[config.mk]
export PLATFORM = sky130hd
export DESIGN_NAME = freq_gate_ctrl
export DESIGN_NICKNAME = d
export VERILOG_FILES = /design/src/rtl/freq_meter_pkg.sv /design/src/rtl/gate_timer.sv /design/src/rtl/freq_gate_ctrl.sv
export SDC_FILE = /design/constraint.sdc
export NUM_CORES = 1
export LEC_CHECK = 0
export ABC_AREA = 0
export BUFFER_PORTS_ARGS = -buffer_cell sky130_fd_sc_hd__buf_2
export CELL_PAD_IN_SITES_DETAIL_PLACEMENT = 0
export CELL_PAD_IN_SITES_GLOBAL_PLACEMENT = 1
export CORE_ASPECT_RATIO = 0.6
export CORE_UTILIZATION = 41
export CTS_BUF_LIST = sky130_fd_sc_hd__clkbuf_8 sky130_fd_sc_hd__clkbuf_16
export CTS_CLUSTER_DIAMETER = 30
export DETAILED_ROUTE_END_ITERATION = 12
export HOLD_SLACK_MARGIN = 0.15
export PLACE_DENSITY_LB_ADDON = 0.2
export SLEW_MARGIN = 20
export SYNTH_ARGS = -nofsm -noshare
export SYNTH_HDL_FRONTEND = slang
export SYNTH_HIERARCHICAL = 1
export SYNTH_SLANG_ARGS = --single-unit
export TNS_END_PERCENT = 100
[constraint.sdc]
create_clock -name CLOCK_50 -period 3.1 [get_ports CLOCK_50]
set_input_delay 0.93 -clock CLOCK_50 [delete_from_list [all_inputs] [get_ports CLOCK_50]]
set_output_delay 0.93 -clock CLOCK_50 [all_outputs]
set_load 0.1 [all_outputs]
[src/rtl/freq_meter_pkg.sv]
// Shared definitions for the BCD frequency-meter control path.
//   - FSM state encoding used by freq_gate_ctrl
//   - range codes for the gate length selector
//   - gate_len(): gate length in clock cycles for a given range
//   - norm_range(): maps the reserved range code onto the 1 s range
package freq_meter_pkg;

   // FSM state encoding
   localparam logic [1:0] StIdle  = 2'd0;
   localparam logic [1:0] StAlign = 2'd1;
   localparam logic [1:0] StGate  = 2'd2;

   // Gate range codes
   localparam logic [1:0] RANGE_1S    = 2'd0;
   localparam logic [1:0] RANGE_100MS = 2'd1;
   localparam logic [1:0] RANGE_10MS  = 2'd2;

   // Gate length in clock cycles: clk_hz / 10^range (reserved code -> 1 s)
   function automatic int unsigned gate_len(input int unsigned clk_hz, input logic [1:0] range);
      int unsigned len;
      unique case (range)
         RANGE_100MS: len = clk_hz / 10;
         RANGE_10MS:  len = clk_hz / 100;
         default:     len = clk_hz;
      endcase
      return len;
   endfunction

   // Reserved code 3 behaves as the 1 s range everywhere, including reporting
   function automatic logic [1:0] norm_range(input logic [1:0] range);
      return (range == 2'd3) ? RANGE_1S : range;
   endfunction

endpackage

[src/rtl/gate_timer.sv]
// Loadable down-counter that times one measurement gate.
// Ports:
//   clk      - clock
//   reset    - synchronous active-low reset (clears the count)
//   load     - load load_val (takes priority over en)
//   en       - decrement by one per cycle, saturating at zero
//   load_val - value loaded when load is high
//   zero     - count is zero
module gate_timer #(
   parameter int unsigned TW = 26
) (
   input  logic          clk,
   input  logic          reset,
   input  logic          load,
   input  logic          en,
   input  logic [TW-1:0] load_val,
   output logic          zero
);

   logic [TW-1:0] count_q, count_d;

   always_comb begin
      count_d = count_q;
      if (load) begin
         count_d = load_val;
      end else if (en && (count_q != '0)) begin
         count_d = count_q - 1'b1;
      end
   end

   always_ff @(posedge clk) begin
      if (!reset) begin
         count_q <= '0;
      end else begin
         count_q <= count_d;
      end
   end

   assign zero = (count_q == '0);

endmodule

[src/rtl/freq_gate_ctrl.sv]
// Gate sequencer for the BCD frequency counter. Issues the one-cycle gate
// strobe (clear counters + latch result), times the gate, drops the first
// capture after (re)start, tracks top-digit overflow and hands each result to
// the readout over a valid/ack handshake.
// Ports:
//   CLOCK_50    - system clock
//   reset       - synchronous active-low reset
//   start       - single-measurement request (IDLE only)
//   cont        - continuous mode, re-arm after each capture while high
//   range_sel   - 0 = 1 s, 1 = 100 ms, 2 = 10 ms, 3 = treated as 0
//   ovf_in      - carry out of the top BCD digit
//   meas_ack    - readout has taken the current measurement
//   gate_strobe - one-cycle strobe to the datapath
//   busy        - not IDLE
//   meas_valid  - unconsumed valid measurement present
//   meas_range  - range of the flagged measurement
//   meas_ovf    - overflow seen during that measurement's gate
//   meas_missed - sticky: a valid measurement was overwritten before ack
module freq_gate_ctrl
   import freq_meter_pkg::*;
#(
   parameter int unsigned CLK_HZ = 50000000,
   parameter int unsigned TW     = 26
) (
   input  logic       CLOCK_50,
   input  logic       reset,
   input  logic       start,
   input  logic       cont,
   input  logic [1:0] range_sel,
   input  logic       ovf_in,
   input  logic       meas_ack,
   output logic       gate_strobe,
   output logic       busy,
   output logic       meas_valid,
   output logic [1:0] meas_range,
   output logic       meas_ovf,
   output logic       meas_missed
);

   localparam logic [TW-1:0] Len1sM1    = TW'(gate_len(CLK_HZ, RANGE_1S) - 1);
   localparam logic [TW-1:0] Len100msM1 = TW'(gate_len(CLK_HZ, RANGE_100MS) - 1);
   localparam logic [TW-1:0] Len10msM1  = TW'(gate_len(CLK_HZ, RANGE_10MS) - 1);

   function automatic logic [TW-1:0] len_m1(input logic [1:0] range);
      logic [TW-1:0] v;
      unique case (range)
         RANGE_100MS: v = Len100msM1;
         RANGE_10MS:  v = Len10msM1;
         default:     v = Len1sM1;
      endcase
      return v;
   endfunction

   logic [1:0]    state_q, state_d;
   logic [1:0]    range_q, range_d;
   logic          ovf_q, ovf_d;
   logic          valid_q, valid_d;
   logic [1:0]    mrange_q, mrange_d;
   logic          movf_q, movf_d;
   logic          missed_q, missed_d;

   logic          timer_load;
   logic          timer_en;
   logic [TW-1:0] timer_val;
   logic          timer_zero;
   logic [1:0]    sel_range;
   logic          capture;

   assign sel_range = norm_range(range_sel);
   assign capture   = (state_q == StGate) && timer_zero;

   gate_timer #(
      .TW(TW)
   ) u_gate_timer (
      .clk      (CLOCK_50),
      .reset    (reset),
      .load     (timer_load),
      .en       (timer_en),
      .load_val (timer_val),
      .zero     (timer_zero)
   );

   // Sequencer: range latching, timer control and sticky overflow
   always_comb begin
      state_d    = state_q;
      range_d    = range_q;
      ovf_d      = ovf_q;
      timer_load = 1'b0;
      timer_en   = 1'b0;
      timer_val  = len_m1(range_q);
      unique case (state_q)
         StIdle: begin
            if (start || cont) begin
               state_d = StAlign;
            end
         end
         StAlign: begin
            // Discard strobe: starts the first real gate with a fresh range
            range_d    = sel_range;
            timer_load = 1'b1;
            timer_val  = len_m1(sel_range);
            ovf_d      = 1'b0;
            state_d    = StGate;
         end
         StGate: begin
            timer_en = 1'b1;
            if (ovf_in) begin
               ovf_d = 1'b1;
            end
            if (timer_zero) begin
               if (cont && (sel_range == range_q)) begin
                  // Back-to-back gate: this capture strobe also opens the next gate
                  timer_load = 1'b1;
                  ovf_d      = 1'b0;
               end else if (cont) begin
                  state_d = StAlign;
               end else begin
                  state_d = StIdle;
               end
            end
         end
         default: begin
            state_d = StIdle;
         end
      endcase
   end

   // Result handshake toward the readout
   always_comb begin
      valid_d  = valid_q;
      mrange_d = mrange_q;
      movf_d   = movf_q;
      missed_d = missed_q;
      if (meas_ack && valid_q) begin
         valid_d = 1'b0;
      end
      if (capture) begin
         valid_d  = 1'b1;
         mrange_d = range_q;
         movf_d   = ovf_q | ovf_in;
         if (valid_q && !meas_ack) begin
            missed_d = 1'b1;
         end
      end
      if ((state_q == StIdle) && start) begin
         missed_d = 1'b0;
      end
   end

   always_ff @(posedge CLOCK_50) begin
      if (!reset) begin
         state_q  <= StIdle;
         range_q  <= RANGE_1S;
         ovf_q    <= 1'b0;
         valid_q  <= 1'b0;
         mrange_q <= 2'd0;
         movf_q   <= 1'b0;
         missed_q <= 1'b0;
      end else begin
         state_q  <= state_d;
         range_q  <= range_d;
         ovf_q    <= ovf_d;
         valid_q  <= valid_d;
         mrange_q <= mrange_d;
         movf_q   <= movf_d;
         missed_q <= missed_d;
      end
   end

   assign gate_strobe = (state_q == StAlign) || capture;
   assign busy        = (state_q != StIdle);
   assign meas_valid  = valid_q;
   assign meas_range  = mrange_q;
   assign meas_ovf    = movf_q;
   assign meas_missed = missed_q;

endmodule

==> After elaboration in Yosys (flattened, before gate mapping) <==
Index checks and enable logic that the tools add are counted.
{ "word_totals": {"word_cells": 62, "reg_bits": 36} }
{ "op_classes": {"bitwise": 2, "n_eq_ne": 11, "reduce_logical": 19, "addsub": 1, "muxes": 21} }
{ "op_table": {"columns": ["operator", "count"], "rows": [
  ["one-hot mux 26 bit (2 select lines)", 2],
  ["2-to-1 mux 26 bit", 3],
  ["zero test 26 bit", 1],
  ["nonzero test 26 bit", 1],
  ["subtractor 26 x 1 -> 26 bit, second input constant", 1],
  ["2-to-1 mux 1 bit", 9],
  ["== test 2 bit, second input constant", 4],
  ["2-to-1 mux 2 bit", 4],
  ["nonzero test 2 bit", 4],
  ["== test 2 x 1 -> 1 bit, second input constant", 3],
  ["logical AND 1 bit", 6],
  ["!= test 2 bit, second input constant", 3],
  ["one-hot mux 2 bit (3 select lines)", 1],
  ["one-hot mux 1 bit (2 select lines)", 2],
  ["AND reduction 3 bit", 1],
  ["== test 2 bit", 1],
  ["zero test 2 bit", 1],
  ["logical OR 1 bit", 2],
  ["AND reduction 2 bit", 1],
  ["OR reduction 2 bit", 1],
  ["zero test 1 bit", 1],
  ["NOT 1 bit", 1],
  ["OR 1 bit", 1]
]} }

==> Longest topological paths before layout <==
{ "logic_depth": {"word_depth": 8, "depth_mapped": 12} }

==> Modules after synthesis <==
Netlist, hierarchy kept.
{ "by_module_without_submodules": {"columns": ["mod", "seq_area_each_um2", "area_per_inst_um2", "cells_each", "instances"], "rows": [
  ["gate_timer", 520.5, 1531.5, 192, 1],
  ["freq_gate_ctrl", 200.2, 714.4, 82, 1]
]} }

==> Least setup slack after synthesis <==
Ideal clock, no wire load.
{ "synth_timing": {"path_type": "register to output", "start": "register u_gate_timer.count_q[0]", "end": "output gate_strobe", "slack_ns": -0.689, "stages_incl_launch_ff": 9, "t_arrival_ns": 2.859, "t_required_ns": 2.170, "cell_sequence": "dfxtp_1 > inv_1 > ha_1 > or4b_1 > clkbuf_1 > or4_1 > nor2_1 > nand2_1 > nand2b_1"} }
{ "synth_between": {"elab_chain_len": 3} }
{ "synth_rtl": {"columns": ["item", "line", "text"], "rows": [
  ["from (decl)", "gate_timer.sv:20", "logic [TW-1:0] count_q, count_d;"],
  ["from (signal assigned)", "gate_timer.sv:35", "count_q <= count_d;"],
  ["zero test 26 bit", "gate_timer.sv:39", "assign zero = (count_q == '0);"],
  ["via timer_zero", "freq_gate_ctrl.sv:65", "logic timer_zero;"],
  ["logical AND 1 bit", "freq_gate_ctrl.sv:70", "assign capture = (state_q == StGate) && timer_zero;"],
  ["logical OR 1 bit", "freq_gate_ctrl.sv:170", "assign gate_strobe = (state_q == StAlign) || capture;"],
  ["to (decl)", "freq_gate_ctrl.sv:32", "output logic gate_strobe,"]
]} }
The timed path passes the listed nets, and every way through them passes these cells.

==> Final worst setup path <==
Same ends and word-level chain as after synthesis.

==> metrics.txt <==
core region area=5150 um^2; Syn Area/Cell=8.20 um^2; endpoints failing setup=1; Placed Area=2550 um^2; Die W=97.6 um; Final ANT Viol Nets=0; top_reg_cell synth=dfxtp_1; Clk pin slew, worst setup/hold paths=0.08 ns; Placed Instances=363; max-capacitance violation count=0; TritonCTS Buffers=5; HPWL Detailed=4210 um; Detailed Routing Iterations Pass 1=4; Post-synth ARST share=0; largest vdd supply drop=0.551 mV; non-filler cells, final=376; H-tree levels=2; hold buffer count at CTS=0; first-pass GRT wire length=9460 um; Max Fclk=0.321 GHz; Max Slew Vio Count=0; Synth top area share=0.321; nets@finish=330; initial drt markers=143; top post-synthesis cells by area=dfxtp_1, ha_1, o21ai_0; # diodes=0; critical path, cell by cell=inv_2 > ha_4 > or4b_4 > or4_4 > nor2_4 > nand2_4 > nand2b_4 > buf_12; Slew HR=0.623; Port Buf Inserts=14; sequential fraction of the synthesis area=0.321; layout cells sized above 1=0.235; crit path DAT=2.19 ns; Starting Density=0.436; Design Area, Final=2730 um^2; DRC=0; gpl congestion=0.850; Area Growth Syn to Fin=21.4%; FF+latch count, synth=36; DR vias/cell=5.54; Hold Path Class=register to register; CP max-delay cell=or4b_4; number of flops mapped to enable cells by yosys=0; chip height=59.3 um; die area=5790 um^2; worst-case clock buffer depth=2; Worst-Margin Slew=0.560 ns; CTS sink count=36; Worst Path Max Fanout=2; Crit Path Class=register to output port; required time of the critical path=2.17 ns; failing checks=setup timing; Cell Pwr Density=1290 nW/um^2; most frequent cells in the layout=dfxtp_1, o21ai_0, buf_4; synth unique cells=48; area of the mapped netlist=2250 um^2; Clock Skews=0.00451 ns; Gate Count Post-Synth=274; CP startpoint kind=register; CTS tree=yes; final setup margin=-0.0162 ns; Worst Hold Depth=2; Worst setup EP type=output port; Leak=1.12 nW; Power Total=3.52 mW; cell taking the most area after synthesis=dfxtp_1; Crit path largest cell delay=0.46 ns; most common cell after layout, fill and taps aside=dfxtp_1; RSZ-0062 raised after global routing=true; I/O pin count=15; largest net degree at the start of global routing=25; Clock Latency Late Sink=0.29 ns; status=complete, but fails checks; Rows=20; via count=2082; DRT Wirelength=5670 um; Reg2Reg Depth=8; initial antenna violation count=0; fin crit share=1.01; Overflow after GRT=0; All-Layer GR Usage=0.213; Post-Place Worst Slack=0.104 ns; final hold violations=0; Ys Warns=6; drt wl/cell=15.1 um; number of global-route vias before repair=1896; Clock Root Buffer=clkbuf_8; minimum clock period=3.12 ns
-- cells in the mapped netlist (all sizes together) (2+ instances only) --
cell     n
nand2   12
o31a     2
xnor2   10
or3     10
o21ai   27
conb     2
a21oi   14
a211oi   7
o311a    3
or2      4
nor3     9
nand3    5
a311oi   2
a31oi    8
nor2b    3
nor3b    3
inv     17
buf      3
and4     2
and2     2
nor4     6
nor2    11
clkbuf  15
mux2i    5
a31o     2
nand4    5
ha      13
a21boi   3
o31ai    4
or4      9
nand2b   7
dfxtp   36
-- cell families (layout without fill, tap and decap cells) --
family	after synthesis	count (layout)	share of synthesized area
AOI/OAI and AO/OA	80	80	0.237
DFF	36	36	0.321
muxes	6	6	0.0273
xor gates and xnor gates	10	10	0.0390
buffers and inverters	35	65	0.0602
other	2	8	0.00334
adders and majority gates	13	13	0.0724
and+or+nand+nor	92	92	0.240
-- power by group --
| group | internal (mW) | switching (mW) |
|---|---|---|
| logic | 1.01 | 1.30 |
| registers | 0.636 | 0.158 |
| clock network | 0.236 | 0.177 |
-- flip-flops by register name (all words and copies together), names as in the netlist --
register / count
u_gate_timer/count_q: 26
meas_ovf: 1
meas_missed: 1
meas_range: 2
state_q: 2
meas_valid: 1
range_q: 2
ovf_q: 1
-- worst paths after layout --
| check | start | end | slack [ns] |
|---|---|---|---|
| worst max-delay path | u_gate_timer/count_q[0]$_SDFFE_PN0P_ | gate_strobe | -0.02 |
| worst min-delay path | meas_range[0]$_SDFFE_PN0P_ | meas_range[0]$_SDFFE_PN0P_ | 0.46 |
| worst max register to register | u_gate_timer/count_q[0]$_SDFFE_PN0P_ | u_gate_timer/count_q[22]$_SDFFE_PN0P_ | 0.25 |
| worst min register to register | meas_range[0]$_SDFFE_PN0P_ | meas_range[0]$_SDFFE_PN0P_ | 0.46 |
-- per-stage QoR --
step	util	hold WS, ns	setup TNS (ns)
detailed placement	0.494	0.454	0
global placement	0.494	0.446	0
finish	0.529	0.458	-0.0162
CTS	0.529	0.465	0
global route	0.529	0.483	-0.107
floorplan	-	0.457	0
-- metal layers --
| layer | vias up | global-route usage | share of wire |
|---|---|---|---|
| li1 | 1071 | - | - |
| met1 | 964 | 0.339 | 0.57 |
| met2 | 43 | 0.283 | 0.37 |
| met3 | 4 | 0.0425 | 0.059 |
| met4 | 0 | 0.0567 | 0.0055 |
| met5 | - | 0 | 0 |
-- critical path, delay by kind of cell, from the launching register on --
family        cells  cell delay (ns)
buf+inv           2             0.25
simple gates      5             1.18
fa+ha+maj         1             0.14
flops             1             0.33
-- what timing repair did --
item                       CTS  global route
pin swaps                    3             0
setup buffers                5             0
resized for setup           12             0
setup endpoints to repair    1             1
-- area by class of cell --
| class | instances | area, um^2 |
|---|---|---|
| tap | 66 | 82.6 |
| fill | 495 | 2430 |
| clock buffer | 5 | 68.8 |
| clock inverter | 3 | 38.8 |
| sequential | 36 | 726 |
| timing repair buffer | 40 | 280 |
| inverter | 17 | 63.8 |
| multi-input combinational | 209 | 1470 |
Note: power is estimated with default switching activity, not from simulation.
